===== src/rtl/ifetch_pkg.sv =====
// ifetch_pkg: shared widths and reset address for the fetch stage
package ifetch_pkg;
  localparam int WORD = 32;
  localparam int ADDR = 16;
  localparam int RST_PC = 0;
endpackage


===== src/rtl/ifetch_buf.sv =====
// ifetch_buf: 2-entry shift FIFO whose head register drives decode directly
module ifetch_buf import ifetch_pkg::*; #(
  parameter int W = WORD + ADDR
) (
  input  logic         clk,
  input  logic         rst,
  input  logic         flush,
  input  logic         push,
  input  logic         pop,
  input  logic [W-1:0] din,
  output logic [W-1:0] head,
  output logic [1:0]   count
);
  logic [W-1:0] tail;
  logic [1:0] slot;
  assign slot = count - {1'b0, pop};
  // head holds its last value when empty; new data lands in the first free slot after a pop
  always_ff @(posedge clk) begin
    if (rst) begin
      count <= 2'd0;
      head <= '0;
    end else if (flush) begin
      count <= 2'd0;
    end else begin
      count <= count + {1'b0, push} - {1'b0, pop};
      if (pop && count == 2'd2) head <= tail;
      if (push && slot == 2'd0) head <= din;
      if (push && slot == 2'd1) tail <= din;
    end
  end
endmodule


===== src/rtl/ifetch.sv =====
// ifetch: PC, credit-based issue to a 1-cycle imem, and redirect handling
module ifetch import ifetch_pkg::*; #(
  parameter int DW = WORD,
  parameter int AW = ADDR,
  parameter int RESET_PC = RST_PC
) (
  input  logic          clk,
  input  logic          rst,
  output logic          imem_re_o,
  output logic [AW-1:0] imem_addr_o,
  input  logic [DW-1:0] imem_data_i,
  input  logic          jump_i,
  input  logic [AW-1:0] jump_addr_i,
  output logic          v_o,
  output logic [DW-1:0] inst_o,
  output logic [AW-1:0] origaddr_o,
  input  logic          stall_i
);
  logic [AW-1:0] pc, pend_addr;
  logic inflight, drop, pop, push;
  logic [1:0] count;
  logic [DW+AW-1:0] head;
  assign v_o = count != 2'd0;
  assign pop = v_o & ~stall_i;
  assign push = inflight & ~drop;
  assign imem_re_o = ~rst & ~jump_i & (({1'b0, count} + {2'b0, inflight}) < (3'd2 + {2'b0, pop}));
  assign imem_addr_o = pc;
  assign {inst_o, origaddr_o} = head;
  // a redirect reloads the PC and marks any response landing next cycle as stale
  always_ff @(posedge clk) begin
    if (rst) begin
      pc <= AW'(RESET_PC);
      pend_addr <= '0;
      inflight <= 1'b0;
      drop <= 1'b0;
    end else begin
      inflight <= imem_re_o;
      drop <= jump_i & inflight;
      if (jump_i) begin
        pc <= jump_addr_i;
      end else if (imem_re_o) begin
        pc <= pc + AW'(1);
        pend_addr <= pc;
      end
    end
  end
  ifetch_buf #(.W(DW + AW)) u_buf (
    .clk(clk),
    .rst(rst),
    .flush(jump_i),
    .push(push),
    .pop(pop),
    .din({imem_data_i, pend_addr}),
    .head(head),
    .count(count)
  );
endmodule


===== config.mk =====
export PLATFORM = sky130hd
export DESIGN_NAME = ifetch
export DESIGN_NICKNAME = d
export VERILOG_FILES = /design/src/rtl/ifetch_pkg.sv /design/src/rtl/ifetch_buf.sv /design/src/rtl/ifetch.sv
export SDC_FILE = /design/constraint.sdc
export NUM_CORES = 1
export LEC_CHECK = 0
export ABC_AREA = 1
export CAP_MARGIN = 20
export CORE_UTILIZATION = 45
export DETAILED_ROUTE_END_ITERATION = 16
export PLACE_DENSITY_LB_ADDON = 0.12
export SLEW_MARGIN = 20
export SYNTH_ARGS = -nofsm -noshare
export SYNTH_HDL_FRONTEND = slang
export SYNTH_HIERARCHICAL = 1
export SYNTH_SLANG_ARGS = --single-unit

===== constraint.sdc =====
create_clock -name clk -period 3.73 [get_ports clk]
set_clock_uncertainty 0.15 [all_clocks]
set_input_delay 0.5595 -clock clk [delete_from_list [all_inputs] [get_ports clk]]
set_output_delay 0.5595 -clock clk [all_outputs]
set_load 0.1 [all_outputs]

# ---- Yosys cells after proc, flatten, opt, wreduce, memory -nomap -nowiden
# Cells that the tools add are included.
dict set report op_classes {
  n_bitwise 9
  order_cmp 1
  eq_ne 2
  n_mux 4
  reduce_logical 11
  add_sub_neg 6
}
# operator count
set ops {}
lappend ops {{2-to-1 mux 48 bit} 2}
lappend ops {{2-to-1 mux 16 bit} 2}
lappend ops {{adder 16 x 1 -> 16 bit (second input constant)} 1}
lappend ops {{nonzero test 2 bit} 3}
lappend ops {{AND 1 bit} 5}
lappend ops {{inverter 1 bit} 4}
lappend ops {{AND reduction 2 bit} 2}
lappend ops {{subtractor 2 x 1 -> 2 bit} 2}
lappend ops {{adder 2 x 1 -> 3 bit} 1}
lappend ops {{adder 2 x 1 -> 3 bit (first input constant)} 1}
lappend ops {{logical AND 1 bit} 3}
lappend ops {{< comparator 3 bit} 1}
lappend ops {{AND reduction 3 bit} 1}
lappend ops {{adder 2 x 1 -> 2 bit} 1}
lappend ops {{== test 2 x 1 -> 1 bit (second input constant)} 1}
lappend ops {{== test 2 bit (second input constant)} 1}
lappend ops {{zero test 2 bit} 1}
lappend ops {{OR reduction 2 bit} 1}
dict set report totals {
  reg_bits 132
  inputBits 52
  word_cells 40
  output_inout_bits 66
}

# ---- Logic depth before layout (Yosys ltp)
# Gate-level depths: netlist (run 1).
dict set report logic_depth {
  word_depth 7
  mapped_depth 12
  depth_no_buf 10
}

# ---- Modules after synthesis
# Netlist (run 1), hierarchy kept.
# module n_inst area_per_inst_um2 cells_each seq_area_each_um2
set modules_own_cells {}
lappend modules_own_cells {ifetch_buf 1 4322.9 541 2442.3}
lappend modules_own_cells {ifetch 1 1771.7 260 680.7}

# ---- Worst setup path after synthesis (run 1)
# Ideal clock, no wire load.
dict set report synth_timing {
  path_type {input-to-reg}
  startpoint {input port stall_i}
  endpoint {register u_buf.tail[0] (enable)}
  arrival_ns 3.465
  n_path_buf 2
  required_time_ns 3.126
  slack_ns -0.339
  stages 7
  setup_ns 0.454
  cell_sequence {a21oi_1 > ha_1 > buf_2 > clkbuf_1 > inv_1 > nand3_1 > nor2_1}
}
dict set report synth_between {
  elab_chain_len 6
}
# item line_no
set synth_lines {}
lappend synth_lines {{start, declared} ifetch.sv:17} ;# input logic stall_i
lappend synth_lines {{inverter 1 bit} ifetch.sv:24} ;# assign pop = v_o & ~stall_i;
lappend synth_lines {{AND 1 bit} ifetch.sv:24}
lappend synth_lines {{subtractor 2 x 1 -> 2 bit} ifetch_buf.sv:16} ;# assign slot = count - {1'b0, pop};
lappend synth_lines {{== test 2 x 1 -> 1 bit} ifetch_buf.sv:28} ;# if (push && slot == 2'd1) tail <= din;
lappend synth_lines {{logical AND 1 bit} ifetch_buf.sv:28}
lappend synth_lines {{AND reduction 3 bit (no line)} --}
lappend synth_lines {{end signal, assigned} ifetch_buf.sv:28}
lappend synth_lines {{end, declared} ifetch_buf.sv:14} ;# logic [W-1:0] tail;
# No other way between the ends.
# A chain may end at the register's enable or synchronous reset.

# ---- Final worst setup path (run 1)
dict set report layout_timing {
  startpoint {register pc[9] (netlist: imem_addr_o[9])}
  endpoint {output port imem_addr_o[9]}
}
# item line_no
set layout_lines {}
lappend layout_lines {{start, declared} ifetch.sv:19} ;# logic [AW-1:0] pc, pend_addr;
lappend layout_lines {{start signal, assigned} ifetch.sv:32} ;# pc <= AW'(RESET_PC);
lappend layout_lines {{start signal, assigned} ifetch.sv:40} ;# pc <= jump_addr_i;
lappend layout_lines {{start signal, assigned} ifetch.sv:42} ;# pc <= pc + AW'(1);
lappend layout_lines {{end, declared} ifetch.sv:10} ;# output logic [AW-1:0] imem_addr_o,
# No word-level cell between the ends.

==> results.yml, run 1 <==
status:
  run_status: "finished clean"
route:
  drt-pass1-iter-count: 5
  totalWireLength_um: 14400
  via_count: 5348
  dr.first_iter.drc_count: 428
  avgViaCountPerCell: 4.92
  ant_nets: 0
  drc: 0
  wl_per_cell_um: 13.2
cells_and_area:
  drive_above_1_share_pct: 5.82
  fillers: 1214
  seqCellArea_sq_mm: 0.00312
  antenna_cells: 0
  final_cells: 1087
  multiInputGateArea_sq_mm: 0.00238
  final_nets: 955
  area_growth_pct: 30.2
critical_path:
  cp_data_required_time_ps: 3020
  worstPathMaxFanout: 7
  slowest_delay_ps: 1200
  crit_buf_inv: 1
  critPathLaunchType: "flip-flop"
  crit_type: "flip-flop to output port"
  worstSetupEndpointType: "output port"
  arrival_ps: 2090
  slowest_stage: "clkdlybuf4s50_1"
  crit_chain: "clkdlybuf4s50_1"
  critPathTopFamily: "buffers and inverters"
cts:
  cts-root-buf: "clkbuf_16"
  htreeDepth: 4
  cts_buffers: 17
  path_clk_slew_ps: 60
  clockBufferDepth: 2
  post_cts_buffers: 0
  cts_resized: 0
  cts_sinks: 132
  hold_buffers: 0
  clkLatencyLatePin_ps: 410
  cts_tree: "built"
floorplan:
  start_util_pct: 46.0
  ios: 118
  core-area_sq_mm: 0.0132
  rows: 42
  die_w_um: 118
  die-area_sq_mm: 0.0140
  die_y_um: 118
min_path:
  hold_path.class: "flip-flop to flip-flop"
power:
  power_frac_seq_pct: 39.2
  p_int_mw: 2.89
  cellLeakagePower_nw: 3.59
  switchingPower_mw: 1.20
  swShare_pct: 29.2
  power_density_mw_per_mm2: 515
  clkPwrFrac_pct: 42.0
  ir_drop_v: 0.000368
  power_frac_comb_pct: 18.7
place:
  dp_cells: 1055
  port_buffers: 117
  place_congestion: 0.831
  place_hpwl_um: 9240
synth:
  syn_area_sq_mm: 0.00609
  syn_inst: 801
  synth_area_leaders: "dfxtp_1 28%, edfxtp_1 24%, nand2_1 16%"
  synthFlopType: "dfxtp_1"
  yosysMostFrequentCell: "nand2_1"
  ys_warn_count: 6
  synth_area_leader_cell: "dfxtp_1"
  ys_seq_area_share_pct: 51.2
  ys_types: 29
  synth_top_area_share_pct: 27.6
  syn_area_per_cell_sq_um: 7.61
  synth_edf_count: 48
  synthArstFlopShare_pct: 0
  ys_seq_elements: 132
  syn_nets: 858
  synthTopCellsByCount: "255 x nand2_1, 136 x nor2_1, 84 x dfxtp_1, 82 x inv_1, 52 x nand4_1"
grt:
  grt_start_max_net_pins: 53
  grt_pass1_wl_um: 24400
  grt_overflow: 0
  antenna_found_initial: 0
  grt.total_usage_pct: 21.8
  grt_pass1_vias: 5128
sta:
  finalSetupViolCount: 0
  slew_headroom_pct: 32.7
  period_share_pct: 75.0
  fin_hold_ws_ps: 312
  period_minus_slack_ps: 2800
  fin_setup_tns_ps: 0
  slew_viol_final: 0
  fmax_mhz: 357
  rsz0062_at_grt: "false"
  worstMarginPinSlew_ps: 1010
  finalHoldViolations: 0
flow_run:
  cap_violations: 0
==> power groups by stage <==
stage / Combinational [mW] / Sequential [mW] / Clock, mW
after floorplan: 0.257 / 1.94 / 0
after detailed placement: 0.766 / 1.63 / 0
after global routing: 0.821 / 1.61 / 1.81
final: 0.765 / 1.60 / 1.72
after CTS: 0.770 / 1.60 / 1.74
after global placement: 0.759 / 1.63 / 0
==> final cells by class <==
class	count	share of cell area, %
well taps	176	2.78
inverters	84	4.04
repair buffers	127	16.1
multi-input cells	536	30.1
flip-flops and latches	132	39.4
clock buffers	21	5.68
clock inverters	11	1.99
==> metrics by stage <==
step | power (mW) | setup slack (ps) | util (%) | cell area, sq um
3_5_place_dp | 2.40 | 667 | 55.3 | 7330
3_3_place_gp | 2.39 | 732 | 55.3 | 7330
2_1_floorplan | 2.20 | 453 | - | 6100
5_1_grt | 4.25 | 847 | 59.9 | 7940
6_report | 4.09 | 932 | 59.9 | 7940
4_1_cts | 4.12 | 905 | 59.9 | 7940
==> state kept, by name (all words and copies together) (netlist names) <==
| signal | count |
|---|---|
| drop | 1 |
| u_buf/count | 2 |
| u_buf/head | 48 |
| imem_addr_o | 16 |
| pend_addr | 16 |
| u_buf/tail | 48 |
| inflight | 1 |
==> layout by cell type (no fill, tap or decap), types with 17 or more instances in the layout <==
master,n
nand3_1,33
nand2_1,255
clkbuf_16,17
nand4_1,52
dfxtp_1,84
edfxtp_1,48
nor2_1,134
clkdlybuf4s50_1,115
inv_1,81
==> per-layer routing <==
| metal | global-route usage, % | routed length (um) |
|---|---|---|
| met1 | 28.4 | 6630 |
| met2 | 35.6 | 6760 |
| met3 | 5.12 | 768 |
| met4 | 7.28 | 191 |
| met5 | 0 | 0 |
==> path summary, 6_finish.rpt <==
| check | startpoint | to | slack (ps) | cells after the start |
|---|---|---|---|---|
| setup / recovery | imem_addr_o[9] | imem_addr_o[9] | 930 | 1 |
| hold / removal | pend_addr[15] | u_buf/tail[15] | 310 | 0 |
| setup reg to reg | u_buf/count[1] | u_buf/tail[47] | 1200 | 7 |
| hold reg to reg | pend_addr[15] | u_buf/tail[15] | 310 | 0 |
==> cell families (layout without fill, tap and decap cells) <==
family	after synthesis	in the layout	share of synthesized area, %
AND/OR/NAND/NOR	484	484	33.1
flip-flops	132	132	51.2
adder cells (fa/ha/maj)	5	5	1.03
AO/OA/AOI/OAI	40	40	3.68
XOR/XNOR	7	7	1.01
buffers and inverters	133	243	10.0
Note: power is estimated with default switching activity, not from simulation.
==> inputs of run 2 (changes only) <==
- clock period: 3.73 -> 2.7 ns (I/O delays scaled with it)
==> run 2 against run 1 <==
  * Critical path depth up 5
  * Combinational power up 37%
  * Critical endpoint is now imem_re_o
  * Setup slack worse by 570 ps
  * Highest routed layer unchanged
  * Die area unchanged
  * Register-to-register slack worse by 710 ps
  * Power up 35%
  * Clock power up 31%
  * Cell count up 0.46%
  * Via count down 0.69%
==> results.yml, run 2 (synthesized netlist as in run 1, its figures left out) <==
grt:
  grt_pass1_wl_um: 24200
  grt.total_usage_pct: 21.7
  grt_overflow: 0
  grt_pass1_vias: 5038
  grt_start_max_net_pins: 51
  antenna_found_initial: 0
critical_path:
  crit_buf_inv: 2
  cp_data_required_time_ps: 2140
  critPathTopFamily: "adder cells"
  cp-startpoint: "u_buf/count[0]"
  worstPathMaxFanout: 20
  crit_chain: "ha_1, ha_1, nand2_1, nand2_1, clkinv_4, buf_12"
  slowest_delay_ps: 340
  slowest_stage: "dfxtp_1"
  worstSetupEndpointType: "output port"
  critPathLaunchType: "flip-flop"
  crit_type: "flip-flop to output port"
  reg2reg_slack_ps: 490
  arrival_ps: 1780
  r2r-start: "u_buf/count[1]"
sta:
  fin_setup_tns_ps: 0
  finalHoldViolations: 0
  slew_headroom_pct: 61.7
  fmax_mhz: 428
  rsz0062_at_grt: "false"
  worstMarginPinSlew_ps: 574
  period_minus_slack_ps: 2340
  slew_viol_final: 0
  period_share_pct: 86.6
  finalSetupViolCount: 0
cts:
  cts-root-buf: "clkbuf_16"
  path_clk_slew_ps: 60
  clockBufferDepth: 2
  cts_sinks: 132
  htreeDepth: 4
  clkLatencyLatePin_ps: 420
  cts_buffers: 17
  cts_tree: "built"
  cts_resized: 0
  post_cts_buffers: 0
  hold_buffers: 0
power:
  ir_drop_v: 0.000403
  swShare_pct: 30.2
  cellLeakagePower_nw: 3.73
  power_frac_comb_pct: 19.0
  power_density_mw_per_mm2: 707
  power_frac_seq_pct: 40.2
  switchingPower_mw: 1.67
  p_int_mw: 3.85
  finalPower_mw: 5.52
  clkPwrFrac_pct: 40.9
cells_and_area:
  final_cell_mix: "255 x nand2_1, 134 x nor2_1, 84 x dfxtp_1"
  drive_above_1_share_pct: 13.3
  area_growth_pct: 28.1
  antenna_cells: 0
  top_regs: "u_buf/head (48), u_buf/tail (48)"
  final_common_cell: "nand2_1"
  final_nets: 960
  fillers: 1210
place:
  port_buffers: 117
  place_hpwl_um: 9230
  place_congestion: 0.830
route:
  routed.top_layer: "met4"
  dr.first_iter.drc_count: 376
  wl_met1_um: 6610
  totalWireLength_um: 14300
  via_count: 5311
  wl_met2_um: 6690
  drt-pass1-iter-count: 5
  ant_nets: 0
  dr_wl_met3_um: 874
  drc: 0
  avgViaCountPerCell: 4.86
  wl_per_cell_um: 13.1
flow_run:
  cap_violations: 0
min_path:
  hp-start: "pend_addr[14]"
  hold_path.class: "flip-flop to flip-flop"
floorplan:
  die_y_um: 118
  die_w_um: 118
  start_util_pct: 46.0
  core-area_sq_mm: 0.0132
  rows: 42
  ios: 118
  die-area_sq_mm: 0.0140
status:
  run_status: "finished clean"
run 2: through the flow:
step / hold slack [ps] / instances / utilization, % / setup WS, ps / instance area [sq um]
floorplan: 276 / 801 / - / 19.7 / 6100
global placement: 291 / 1060 / 54.6 / 252 / 7230
detailed placement: 300 / 1060 / 54.6 / 166 / 7230
CTS: 314 / 1092 / 59.0 / 336 / 7810
global route: 335 / 1092 / 59.0 / 258 / 7810
finish: 317 / 1092 / 59.0 / 363 / 7810
run 2: area by class of cell:
| type | count | area, sq um | area share, % |
|---|---|---|---|
| Sequential cell | 132 | 3120 | 40.0 |
| Multi-Input combinational cell | 536 | 2380 | 30.5 |
| Timing Repair Buffer | 132 | 1180 | 15.1 |
| Clock buffer | 22 | 475 | 6.09 |
| Inverter | 84 | 320 | 4.10 |
| Tap cell | 176 | 220 | 2.82 |
| Clock inverter | 10 | 104 | 1.33 |
run 2: metal layers:
metal / GRT usage [%] / vias up
met5: 0 / -
met4: 8.31 / 0
met3: 5.55 / 16
met2: 34.6 / 153
met1: 28.3 / 2405
li1: - / 2737
run 2: power groups by stage:
stage                     combinational, mW  clock (mW)  sequential [mW]
after CTS                              1.05        2.29             2.22
after floorplan                       0.356           0             2.68
final                                  1.05        2.26             2.22
after global placement                 1.04           0             2.25
after global routing                   1.12        2.39             2.23
after detailed placement               1.05           0             2.26
run 2: worst paths after layout:
check                                       to  cells after the start
worst max-delay path                 imem_re_o                      6
worst min-delay path            u_buf/tail[14]                      0
worst max register to register  u_buf/head[18]                     10
worst min register to register  u_buf/tail[14]                      0
run 2: worst reg2reg max path: cells and delay by family, from the launching register on:
kind / cells / cell delay [ps]
flops: 1 / 450
fa+ha+maj: 1 / 340
compound gates: 1 / 210
buf+inv: 2 / 310
simple gates: 6 / 660
==> inputs of run 3 (changes only) <==
- CORE_UTILIZATION: 45 -> 52
==> run 3 against run 2 <==
  * Register-to-register slack better by 160 ps
  * Non-clock buffer count up 2
  * Worst hold slack worse by 7.3 ps
  * Critical path depth did not move
  * Design area barely moved
  * Routed wire length down 1.6%
  * Via count increased by 1.3%
  * Count of clock-buffer cells in the layout fell by 2
  * Flip-flop and latch count stayed put
  * Critical endpoint unchanged
  * Setup slack improved by 28 ps
==> results.yml, run 3 (synthesized netlist as in run 1, its figures left out) <==
sta:
  period_share_pct: 85.5
  fmax_mhz: 433
  fin_setup_tns_ps: 0
  period_minus_slack_ps: 2310
  finalHoldViolations: 0
  slew_headroom_pct: 64.6
  worstMarginPinSlew_ps: 530
  finalSetupViolCount: 0
  rsz0062_at_grt: "false"
  slew_viol_final: 0
critical_path:
  worstPathMaxFanout: 16
  slowest_delay_ps: 330
  worstSetupEndpointType: "output port"
  arrival_ps: 1750
  r2r-end: "u_buf/tail[21]"
  slowest_stage: "dfxtp_1"
  r2r-start: "u_buf/count[1]"
  critPathLaunchType: "flip-flop"
  crit_buf_inv: 2
  critPathTopFamily: "adder cells"
  cp_data_required_time_ps: 2140
  crit_type: "flip-flop to output port"
  reg2reg_depth: 7
  crit_chain: "ha_1, ha_1, nand2_1, nand2_1, clkinv_4, buf_12"
  reg2reg_slack_ps: 650
power:
  clkPwrFrac_pct: 41.9
  ir_drop_v: 0.000473
  cellLeakagePower_nw: 3.76
  power_density_mw_per_mm2: 721
  power_frac_comb_pct: 18.7
  power_frac_seq_pct: 39.4
  switchingPower_mw: 1.65
  swShare_pct: 29.3
  p_int_mw: 3.98
floorplan:
  ios: 118
  core-area_sq_mm: 0.0114
  die_y_um: 110
  rows: 39
  die_w_um: 110
  start_util_pct: 53.4
  die-area_sq_mm: 0.0122
route:
  totalWireLength_um: 14100
  drt-pass1-iter-count: 4
  ant_nets: 0
  drc: 0
  avgViaCountPerCell: 5.07
  via_count: 5382
  wl_per_cell_um: 13.3
  dr.first_iter.drc_count: 400
cts:
  clockBufferDepth: 2
  post_cts_buffers: 0
  cts_resized: 0
  cts_buffers: 17
  clkLatencyLatePin_ps: 410
  htreeDepth: 4
  hold_buffers: 0
  cts-root-buf: "clkbuf_16"
  cts_sinks: 132
  path_clk_slew_ps: 50
  cts_tree: "built"
min_path:
  hold_path.class: "flip-flop to flip-flop"
  min_path_cells: 0
  hp-start: "pend_addr[15]"
  hold_path_end: "u_buf/tail[15]"
cells_and_area:
  top_regs: "u_buf/head (48), u_buf/tail (48)"
  drive_above_1_share_pct: 13.6
  fillers: 965
  final_nets: 962
  final_cell_area_sq_mm: 0.00781
  area_growth_pct: 28.1
  final_cells: 1061
  final_cell_mix: "255 x nand2_1, 134 x nor2_1, 84 x dfxtp_1"
  antenna_cells: 0
  final_common_cell: "nand2_1"
grt:
  grt_overflow: 0
  grt_start_max_net_pins: 55
  grt.total_usage_pct: 24.6
  grt_pass1_vias: 4870
  grt_pass1_wl_um: 22700
  antenna_found_initial: 0
status:
  run_status: "finished clean"
place:
  place_hpwl_um: 9450
  dp_cells: 1029
  placed_area_sq_mm: 0.00720
  port_buffers: 117
  place_congestion: 0.887
flow_run:
  cap_violations: 0
run 3: worst max-delay path by stage:
stage,start,end,slack (ps),cells after the start
finish,u_buf/count[0],imem_re_o,390,6
global route,u_buf/count[0],imem_re_o,280,6
detailed placement,stall_i,u_buf/tail[42],270,7
global placement,stall_i,u_buf/tail[44],300,7
floorplan,u_buf/count[1],u_buf/tail[0],20,8
CTS,u_buf/count[0],imem_re_o,370,6
run 3: final cells by class:
class / count / area (sq um) / area share (%)
multi-input combinational: 536 / 2380 / 30.5
clock inverter: 12 / 160 / 2.05
sequential: 132 / 3120 / 40.0
inverter: 84 / 320 / 4.10
clock buffer: 20 / 447 / 5.72
tap: 143 / 179 / 2.29
timing repair buffer: 134 / 1200 / 15.3
run 3: stage by stage:
step / power [mW] / hold slack (ps) / utilization [%] / setup WS, ps
3_5_place_dp: 3.31 / 299 / 63.1 / 272
6_report: 5.63 / 310 / 68.4 / 391
4_1_cts: 5.67 / 312 / 68.4 / 372
5_1_grt: 5.86 / 325 / 68.4 / 281
2_1_floorplan: 3.03 / 276 / - / 19.7
3_3_place_gp: 3.29 / 295 / 63.1 / 300
run 3: layer usage:
metal  wire, um  part of all wire [%]  track usage [%]
met1       6220                    44             30.9
met2       6660                    47             40.0
met3        978                   6.9             6.35
met4        259                   1.8             10.8
met5          0                     0                0
run 3: power by group through the flow:
stage          clock network, mW  logic, mW  registers (mW)
2_1_floorplan                  0      0.356            2.68
3_3_place_gp                   0       1.04            2.25
3_5_place_dp                   0       1.05            2.26
4_1_cts                     2.40       1.06            2.22
5_1_grt                     2.50       1.13            2.23
6_report                    2.36       1.05            2.22
